[config.mk]
export PLATFORM = sky130hd
export DESIGN_NAME = photon_cps_limiter
export DESIGN_NICKNAME = d
export VERILOG_FILES = /design/src/rtl/photon_cps_limiter.sv
export SDC_FILE = /design/constraint.sdc
export NUM_CORES = 1
export LEC_CHECK = 0
export BUFFER_PORTS_ARGS = -buffer_cell sky130_fd_sc_hd__buf_2
export CELL_PAD_IN_SITES_DETAIL_PLACEMENT = 0
export CELL_PAD_IN_SITES_GLOBAL_PLACEMENT = 1
export CORE_UTILIZATION = 38
export DETAILED_ROUTE_END_ITERATION = 7
export PLACE_DENSITY_LB_ADDON = 0.3
export SLEW_MARGIN = 40
export SYNTH_ARGS = -nofsm -noshare
export SYNTH_HDL_FRONTEND = slang
export SYNTH_SLANG_ARGS = --single-unit
[constraint.sdc]
create_clock -name user_clk -period 4.7 [get_ports user_clk]
set_input_delay 0.47 -clock user_clk [delete_from_list [all_inputs] [get_ports user_clk]]
set_output_delay 0.47 -clock user_clk [all_outputs]
set_load 0.02 [all_outputs]
[src/rtl/photon_cps_limiter.sv]
// photon_cps_limiter
// ------------------
// Polices the photon event stream and passes at most cps_lim events in each
// one-second window (TICKS_PER_SEC user_clk cycles). Events beyond the limit
// are dropped. The block reports window boundaries and per-window statistics
// to the capture logic.
//
// Optional build macro: CPS_LIM_STATS_EN
//   defined   : a saturating drop counter is built and last_drop reports the
//               previous window's dropped-event count.
//   undefined : no drop counter is built and last_drop is tied to 0.
//
// Ports
//   user_clk    in   1       sole clock (capture/user domain)
//   user_rst    in   1       synchronous, active-high reset
//   cps_lim     in   32      events allowed per window, 0 = unlimited
//   in_valid    in   1       photon event valid
//   in_data     in   DATA_W  photon event word
//   out_valid   out  1       accepted event valid (1-cycle latency)
//   out_data    out  DATA_W  accepted event word (holds when out_valid = 0)
//   sec_pulse   out  1       high on the last cycle of each window
//   limited     out  1       high while the current window is at its limit
//   win_count   out  32      accepted events in the current window
//   last_accept out  32      accepted count of the previous window
//   last_drop   out  32      dropped count of the previous window
module photon_cps_limiter #(
  parameter int DATA_W        = 64,
  parameter int TICKS_PER_SEC = 250000000,
  parameter int TICK_W        = 28
) (
  input  logic              user_clk,
  input  logic              user_rst,
  input  logic [31:0]       cps_lim,
  input  logic              in_valid,
  input  logic [DATA_W-1:0] in_data,
  output logic              out_valid,
  output logic [DATA_W-1:0] out_data,
  output logic              sec_pulse,
  output logic              limited,
  output logic [31:0]       win_count,
  output logic [31:0]       last_accept,
  output logic [31:0]       last_drop
);

  // Last tick of a window, and the tick before it (sec_pulse is registered,
  // so it is set one cycle early to line up with the last tick).
  localparam logic [TICK_W-1:0] TICK_LAST = TICK_W'(TICKS_PER_SEC - 1);
  localparam logic [TICK_W-1:0] TICK_PRE  = TICK_W'(TICKS_PER_SEC - 2);
  localparam logic [TICK_W-1:0] TICK_ONE  = TICK_W'(1);

  typedef enum logic [0:0] {
    ST_PASS    = 1'b0,
    ST_LIMITED = 1'b1
  } state_t;

  // Saturating increment: counters stick at all-ones instead of wrapping.
  function automatic logic [31:0] sat_inc(input logic [31:0] value, input logic en);
    logic [31:0] result;
    if (en && (value != 32'hFFFF_FFFF)) begin
      result = value + 32'd1;
    end else begin
      result = value;
    end
    return result;
  endfunction

  state_t              state_r;
  state_t              state_next_s;
  logic [TICK_W-1:0]   tick_r;
  logic                win_end_s;
  logic [31:0]         lim_q_r;
  logic [31:0]         win_count_r;
  logic [31:0]         win_count_inc_s;
  logic [31:0]         last_accept_r;
  logic                accept_s;
  logic                out_valid_r;
  logic [DATA_W-1:0]   out_data_r;
  logic                sec_pulse_r;
  logic                limited_r;

  assign win_end_s       = (tick_r == TICK_LAST);
  assign win_count_inc_s = sat_inc(win_count_r, accept_s);

  // State register.
  always_ff @(posedge user_clk) begin
    if (user_rst) begin
      state_r <= ST_PASS;
    end else begin
      state_r <= state_next_s;
    end
  end

  // Next-state logic: every window opens in PASS; the accept that reaches
  // a non-zero limit moves the window into LIMITED.
  always_comb begin
    state_next_s = state_r;
    if (win_end_s) begin
      state_next_s = ST_PASS;
    end else begin
      case (state_r)
        ST_PASS: begin
          if (accept_s && (lim_q_r != 32'd0) && (win_count_inc_s == lim_q_r)) begin
            state_next_s = ST_LIMITED;
          end else begin
            state_next_s = ST_PASS;
          end
        end
        ST_LIMITED: state_next_s = ST_LIMITED;
        default:    state_next_s = ST_PASS;
      endcase
    end
  end

  // Output decode: accept decision for the event presented this cycle.
  // The count compare is kept alongside the state so an accept can never
  // push the window past its limit.
  always_comb begin
    accept_s = 1'b0;
    case (state_r)
      ST_PASS: begin
        if (in_valid && ((lim_q_r == 32'd0) || (win_count_r < lim_q_r))) begin
          accept_s = 1'b1;
        end else begin
          accept_s = 1'b0;
        end
      end
      ST_LIMITED: accept_s = 1'b0;
      default:    accept_s = 1'b0;
    endcase
  end

  // Window timer, limit sampling, accept path and per-window counters.
  always_ff @(posedge user_clk) begin
    if (user_rst) begin
      tick_r        <= '0;
      sec_pulse_r   <= 1'b0;
      lim_q_r       <= cps_lim;
      win_count_r   <= 32'd0;
      last_accept_r <= 32'd0;
      out_valid_r   <= 1'b0;
      out_data_r    <= '0;
      limited_r     <= 1'b0;
    end else begin
      tick_r      <= win_end_s ? '0 : (tick_r + TICK_ONE);
      sec_pulse_r <= (tick_r == TICK_PRE);
      out_valid_r <= accept_s;
      if (accept_s) begin
        out_data_r <= in_data;
      end
      limited_r <= (state_next_s == ST_LIMITED);
      if (win_end_s) begin
        // The terminal-cycle event is already folded into win_count_inc_s.
        last_accept_r <= win_count_inc_s;
        win_count_r   <= 32'd0;
        lim_q_r       <= cps_lim;
      end else begin
        win_count_r   <= win_count_inc_s;
      end
    end
  end

`ifdef CPS_LIM_STATS_EN
  logic        drop_s;
  logic [31:0] drop_cnt_r;
  logic [31:0] drop_cnt_inc_s;
  logic [31:0] last_drop_r;

  assign drop_s         = in_valid && !accept_s;
  assign drop_cnt_inc_s = sat_inc(drop_cnt_r, drop_s);

  // Dropped-event counter, captured and cleared at each window end.
  always_ff @(posedge user_clk) begin
    if (user_rst) begin
      drop_cnt_r  <= 32'd0;
      last_drop_r <= 32'd0;
    end else if (win_end_s) begin
      last_drop_r <= drop_cnt_inc_s;
      drop_cnt_r  <= 32'd0;
    end else begin
      drop_cnt_r  <= drop_cnt_inc_s;
    end
  end

  assign last_drop = last_drop_r;
`else
  assign last_drop = 32'd0;
`endif

  assign out_valid   = out_valid_r;
  assign out_data    = out_data_r;
  assign sec_pulse   = sec_pulse_r;
  assign limited     = limited_r;
  assign win_count   = win_count_r;
  assign last_accept = last_accept_r;

endmodule
# After elaboration in Yosys (flattened, before gate mapping)
# Cells that the tools add are included.
[totals] reg_bits=191 input_bits=99
[classes] addsub=2 order_cmp=1 n_eq_ne=4 muxes=7 bitwise_logic=1 reduce_logical=9
[ops] cell="two-way mux 32 bit" n=3
[ops] cell="equality test 28 bit (second input constant)" n=2
[ops] cell="adder 32 x 1 -> 32 bit (second input constant)" n=1
[ops] cell="equality test 32 bit" n=1
[ops] cell="zero test 32 bit" n=1
[ops] cell="< comparator 32 bit" n=1
[ops] cell="inequality test 32 bit (second input constant)" n=1
[ops] cell="nonzero test 32 bit" n=1
[ops] cell="adder 28 x 1 -> 28 bit (second input constant)" n=1
[ops] cell="logical AND 1 bit" n=4
[ops] cell="case mux 1 bit (2 select lines)" n=2
[ops] cell="two-way mux 1 bit" n=2
[ops] cell="nonzero test 2 bit" n=1
[ops] cell="OR reduction 2 bit" n=1
[ops] cell="logical OR 1 bit" n=1
[ops] cell="NOT 1 bit" n=1

# Logic depth before layout (Yosys ltp)
[depth] word_depth=11 ltp_mapped=13 mapped_depth_nobuf=13

# Least setup slack after synthesis
# OpenSTA, ideal clock, no wires.
[synth_path] path_type="register to register" start="register tick_r[14]" end="register lim_q_r[0], enable pin" setup_time_ns=0.409 t_arrival_ns=3.098 path_slack_ns=1.192 stages_incl_launch_ff=8 path_buffers=1 cell_sequence="dfxtp_1 or4b_1 or4_1 or3_1 nor2_1 nor2_1 inv_2 clkbuf_1"
[synth_between] elab_chain_len=2
[synth_rtl] element="start: declaration" line_no="69" text="logic [TICK_W-1:0] tick_r;"
[synth_rtl] element="start signal: assignment" line_no="144" text="tick_r <= win_end_s ? '0 : (tick_r + TICK_ONE);"
[synth_rtl] element="equality test 28 bit" line_no="81" text="assign win_end_s = (tick_r == TICK_LAST);"
[synth_rtl] element="nonzero test 2 bit (no source line)"
[synth_rtl] element="end signal: assignment" line_no="137" text="lim_q_r <= cps_lim;"
[synth_rtl] element="end signal: assignment" line_no="155" text="lim_q_r <= cps_lim;"
[synth_rtl] element="end: declaration" line_no="71" text="logic [31:0] lim_q_r;"
# No other way between the ends.
# A chain may end at the register's enable or synchronous reset.

# Final worst setup path
[layout_path] start="register lim_q_r[1]" end="register limited_r (netlist: limited)"
[layout_between] elab_chain_len=11
[layout_rtl] element="< comparator 32 bit or zero test 32 bit (tied branches)" line_no="121" text="if (in_valid && ((lim_q_r == 32'd0) || (win_count_r < lim_q_r))) begin"
[layout_rtl] element="logical OR 1 bit" line_no="121"
[layout_rtl] element="logical AND 1 bit" line_no="121"
[layout_rtl] element="two-way mux 1 bit" line_no="121"
[layout_rtl] element="case mux 1 bit (2 select lines)" line_no="119" text="case (state_r)"
[layout_rtl] element="logical AND 1 bit" line_no="59" text="if (en && (value != 32'hFFFF_FFFF)) begin"
[layout_rtl] element="two-way mux 32 bit" line_no="59"
[layout_rtl] element="equality test 32 bit" line_no="102" text="if (accept_s && (lim_q_r != 32'd0) && (win_count_inc_s == lim_q_r)) begin"
[layout_rtl] element="logical AND 1 bit (*)" line_no="102"
[layout_rtl] element="two-way mux 1 bit (*)" line_no="102"
[layout_rtl] element="case mux 1 bit (2 select lines) (*)" line_no="100" text="case (state_r)"
[layout_rtl] element="end signal: assignment" line_no="150" text="limited_r <= (state_next_s == ST_LIMITED);"
[layout_rtl] element="end: declaration" line_no="79" text="logic limited_r;"
# Mark *: on every way between the ends. The rest lies on a longest branch, timed or not.

==> metrics list <==
- Top delay family on crit path: simple AND/OR/NAND/NOR gates
- FF-to-FF path depth: 12
- Worst Path Required: 5070 ps
* Number of global-route vias before repair: 7655
- Fill cells in the final layout number 2375.
- Kind of critical path: flop to flop
- For this run, the slowest stage of the critical path takes around 650 ps.
* GRT Resource Usage Total: a little under a quarter
- The run finished with clean final reports.
- Async set-reset flop share out of synthesis: 0%
- Yosys mapped the design onto a little under 80 distinct sky130hd cell types.
- Share of total power in the clock network: 41.2%
- Synthesis-to-finish area growth: 22.7%
* Final std cells w/o fill: 1596
- Total clock buffers created by CTS: 17
- After synthesis, the mean cell area works out to 8.67 um^2.
- Count of routing violations after the opening detailed-route iteration: around 530
- Entering global routing, the biggest net connects just under 70 pins.
- Worst Setup Start Kind: flop
* Internal Dissipation: between 2 and 3 mW
- Net switching is around 28% of the power.
- Leakage: about 4.8 nW
- Summing all multi-input logic gate instances after layout gives between 4000 and 5000 um^2.
- Once routing completed, OpenROAD measured the worst setup slack at ~390 ps.
* Max-Slew Margin vs Limit: 40.5%
- 1st-pass router iterations: 5
* Largest cells by area after synthesis: dfxtp_1, edfxtp_1, nand2_1, a21oi_1, ha_1
- Max-slew violations: 0
- At the end of the flow, the number of nets in the layout was roughly 1400.
- The die is approximately 160 um wide.
* Relative contribution of sequential cells to total power: 49.2%
* Wire length of the first global-routing pass: roughly 43000 um
- For this configuration, the core starts out at a cell density of approximately two fifths.
- CTS clock-pin slew for the worst setup and hold paths: ~80 ps
- Pin placement for this block handled roughly 260 I/O pins.
- Most repeated cell in the gate-level netlist after synthesis: nand2_1
- Core area: ~23000 um^2
- CTS tree: done
- Floorplan die area: between 20000 and 25000 um^2
- Power density over the cells: 326 nW/um^2
* Library cell occupying the most area in the post-synthesis netlist: dfxtp_1
* Die height: between 150 and 200 um
- Max-cap violations in this run came to 0.
* Final count of hold timing violations: 0
- Port bufs: ~230
- Across all layers, the routed design uses roughly 8000 vias.
* Clk_skew: 21.3 ps
* Wire length after detailed routing: approximately 28000 um
- Dividing the detail-routed via count by the number of cells gives 5.08.
- Summed over all layers, the global routing overflow is 0.
* Number of stages on the worst setup path: 12
* Post-CTS Setup Inserts: 0
* Count of antenna-violating nets left after detailed routing: 0
- After layout, the worst path uses 91.7% of the clock period.
* Number of synthesized flops with an enable pin: 32
- The worst hold path belongs to the class input pin to flop.
- Detailed placement finished with a half-perimeter wire length of about 21000 um.
- Worst IR drop on VDD: ~240 uV
* Post-Place Setup Slack: 468 ps
- Highest clock rate: about 0.23 GHz
- Share of synthesized area occupied by flip-flops and latches: about 46%
- Actual slew at the worst max-slew pin: 893 ps
- The critical path contains buffers and inverters numbering 2 combined.
* Weighted congestion reported at the end of routability-driven placement: 1.00
- Max Buffers Root-to-Sink: 2
- Drc violations: 0
- H-Tree Depth: 4
* Average wire per standard cell: between 15 and 20 um
- Count of mapped cells out of synthesis: around 1000
- The later pin in the worst-skew pair is clocked with a latency of ~450 ps.
* Slowest cell on the critical path: nor3_1
* Area taken by flip-flops and latches: around 4100 um^2
- Count of cells resized by post-cts repair: 0
* Number of warnings issued by yosys: 0
* Synthesis-stage register bit count: approximately 190
- Clk sink count: 191
- For the final routed database, the setup TNS stands at 0 ps.
- Final Setup Violations: 0
- Proportion of power drawn by combinational gates: 9.6%
- The initial antenna violation count was 1.
* Setup repair after global routing missed its margin: no
- Arrival time at the worst endpoint: 4680 ps
* Rows: 56
* Crit path cell chain: inv_1 > ha_1 > a2111oi_0 > buf_4 > or4b_1 > a311o_1 > nand3_1 > nor3_1 > xnor2_1 > o221ai_1 > or4_1 > o31ai_2
- Net switching power: roughly 1.0 mW
- Netlist area before placement: 9020 um^2
- Largest fanout on the critical path: 7
- For this run, the leading register cell type out of synthesis is dfxtp_1.
* Cell depth of the worst hold path: 1
- Cts hold-fix bufs: 0
- The worst path in the final design needs a cycle of 4310 ps, including I/O delays and setup.
* Fraction of layout cells with a size suffix above 1: between 20% and 30%
- Cell chosen for the clock root: clkbuf_16
* Crit end category: flop
- By count the netlist is led by nand2_1, dfxtp_1, nor2_1, a21oi_1, xnor2_1.
- DP Cell Count: about 1600
* Post-synth top area share: approximately a third
-- per-stage QoR --
| step | hold WS, ps | utilization [%] | total power [mW] | area [um^2] |
|---|---|---|---|---|
| 3_3_place_gp | 432 | 44.6 | 2.15 | 10400 |
| 6_report | 192 | 47.3 | 3.60 | 11100 |
| 5_1_grt | 173 | 47.2 | 3.75 | 11100 |
| 4_1_cts | 182 | 47.2 | 3.64 | 11100 |
| 2_1_floorplan | 437 | - | 2.03 | 9130 |
| 3_5_place_dp | 438 | 44.6 | 2.15 | 10400 |
-- routing by layer --
layer | global-route usage [%] | vias up | part of all wire [%]
met5 | 0 | - | 0
met4 | 7.56 | 0 | 2.3
met3 | 6.94 | 45 | 6.9
met2 | 39.1 | 287 | 49
met1 | 27.5 | 3788 | 42
li1 | - | 3985 | -
-- flip-flops by register name (all words and copies together), names as in the netlist --
signal / cells
win_count: 32
out_data: 64
tick_r: 28
last_accept: 32
limited: 1
out_valid: 1
lim_q_r: 32
sec_pulse: 1
-- kinds of logic (layout without fill, tap and decap cells) --
group	Yosys count	after routing	synth area share, %
and+or+nand+nor	441	441	23.0
DFF	191	191	46.0
AOI/OAI and AO/OA	182	182	12.2
buffers and inverters	116	320	6.34
xor gates and xnor gates	73	73	7.53
adders and majority gates	34	34	4.72
muxes	2	2	0.236
other	1	34	0.0416
-- worst paths after layout --
path	from	to	slack, ps
setup reg to reg	lim_q_r[1]$_DFFE_PP_	limited$_SDFF_PP0_	390
setup / recovery	lim_q_r[1]$_DFFE_PP_	limited$_SDFF_PP0_	390
hold / removal	cps_lim[29]	lim_q_r[29]$_DFFE_PP_	190
hold reg to reg	last_accept[19]$_SDFFE_PP0P_	last_accept[19]$_SDFFE_PP0P_	440
-- cell usage in the layout, fill, tap and decap left out, types with 34 or more instances in the layout --
master   synthesis  final
a21oi_1         85     85
buf_2            4    229
dfxtp_1        159    159
ha_1            34     34
inv_1           36     36
nand2_1        196    196
nand3_1         35     34
nor2_1          94     92
xnor2_1         43     43
-- final cells by class --
cell class / count / area share (%)
clock inverter: 14 / 1.50
clock buffer: 18 / 4.07
multi-input combinational: 764 / 40.1
timing repair buffer: 251 / 12.0
inverter: 37 / 1.27
tap: 319 / 3.61
antenna: 2 / 0.0452
sequential: 191 / 37.5
-- power groups by stage --
stage,Combinational [mW],Clock (mW),Sequential (mW)
final,0.345,1.48,1.77
after global placement,0.345,0,1.81
after floorplan,0.189,0,1.84
after CTS,0.346,1.52,1.77
after detailed placement,0.344,0,1.81
after global routing,0.378,1.59,1.78
Note: power is estimated with default switching activity, not from simulation.
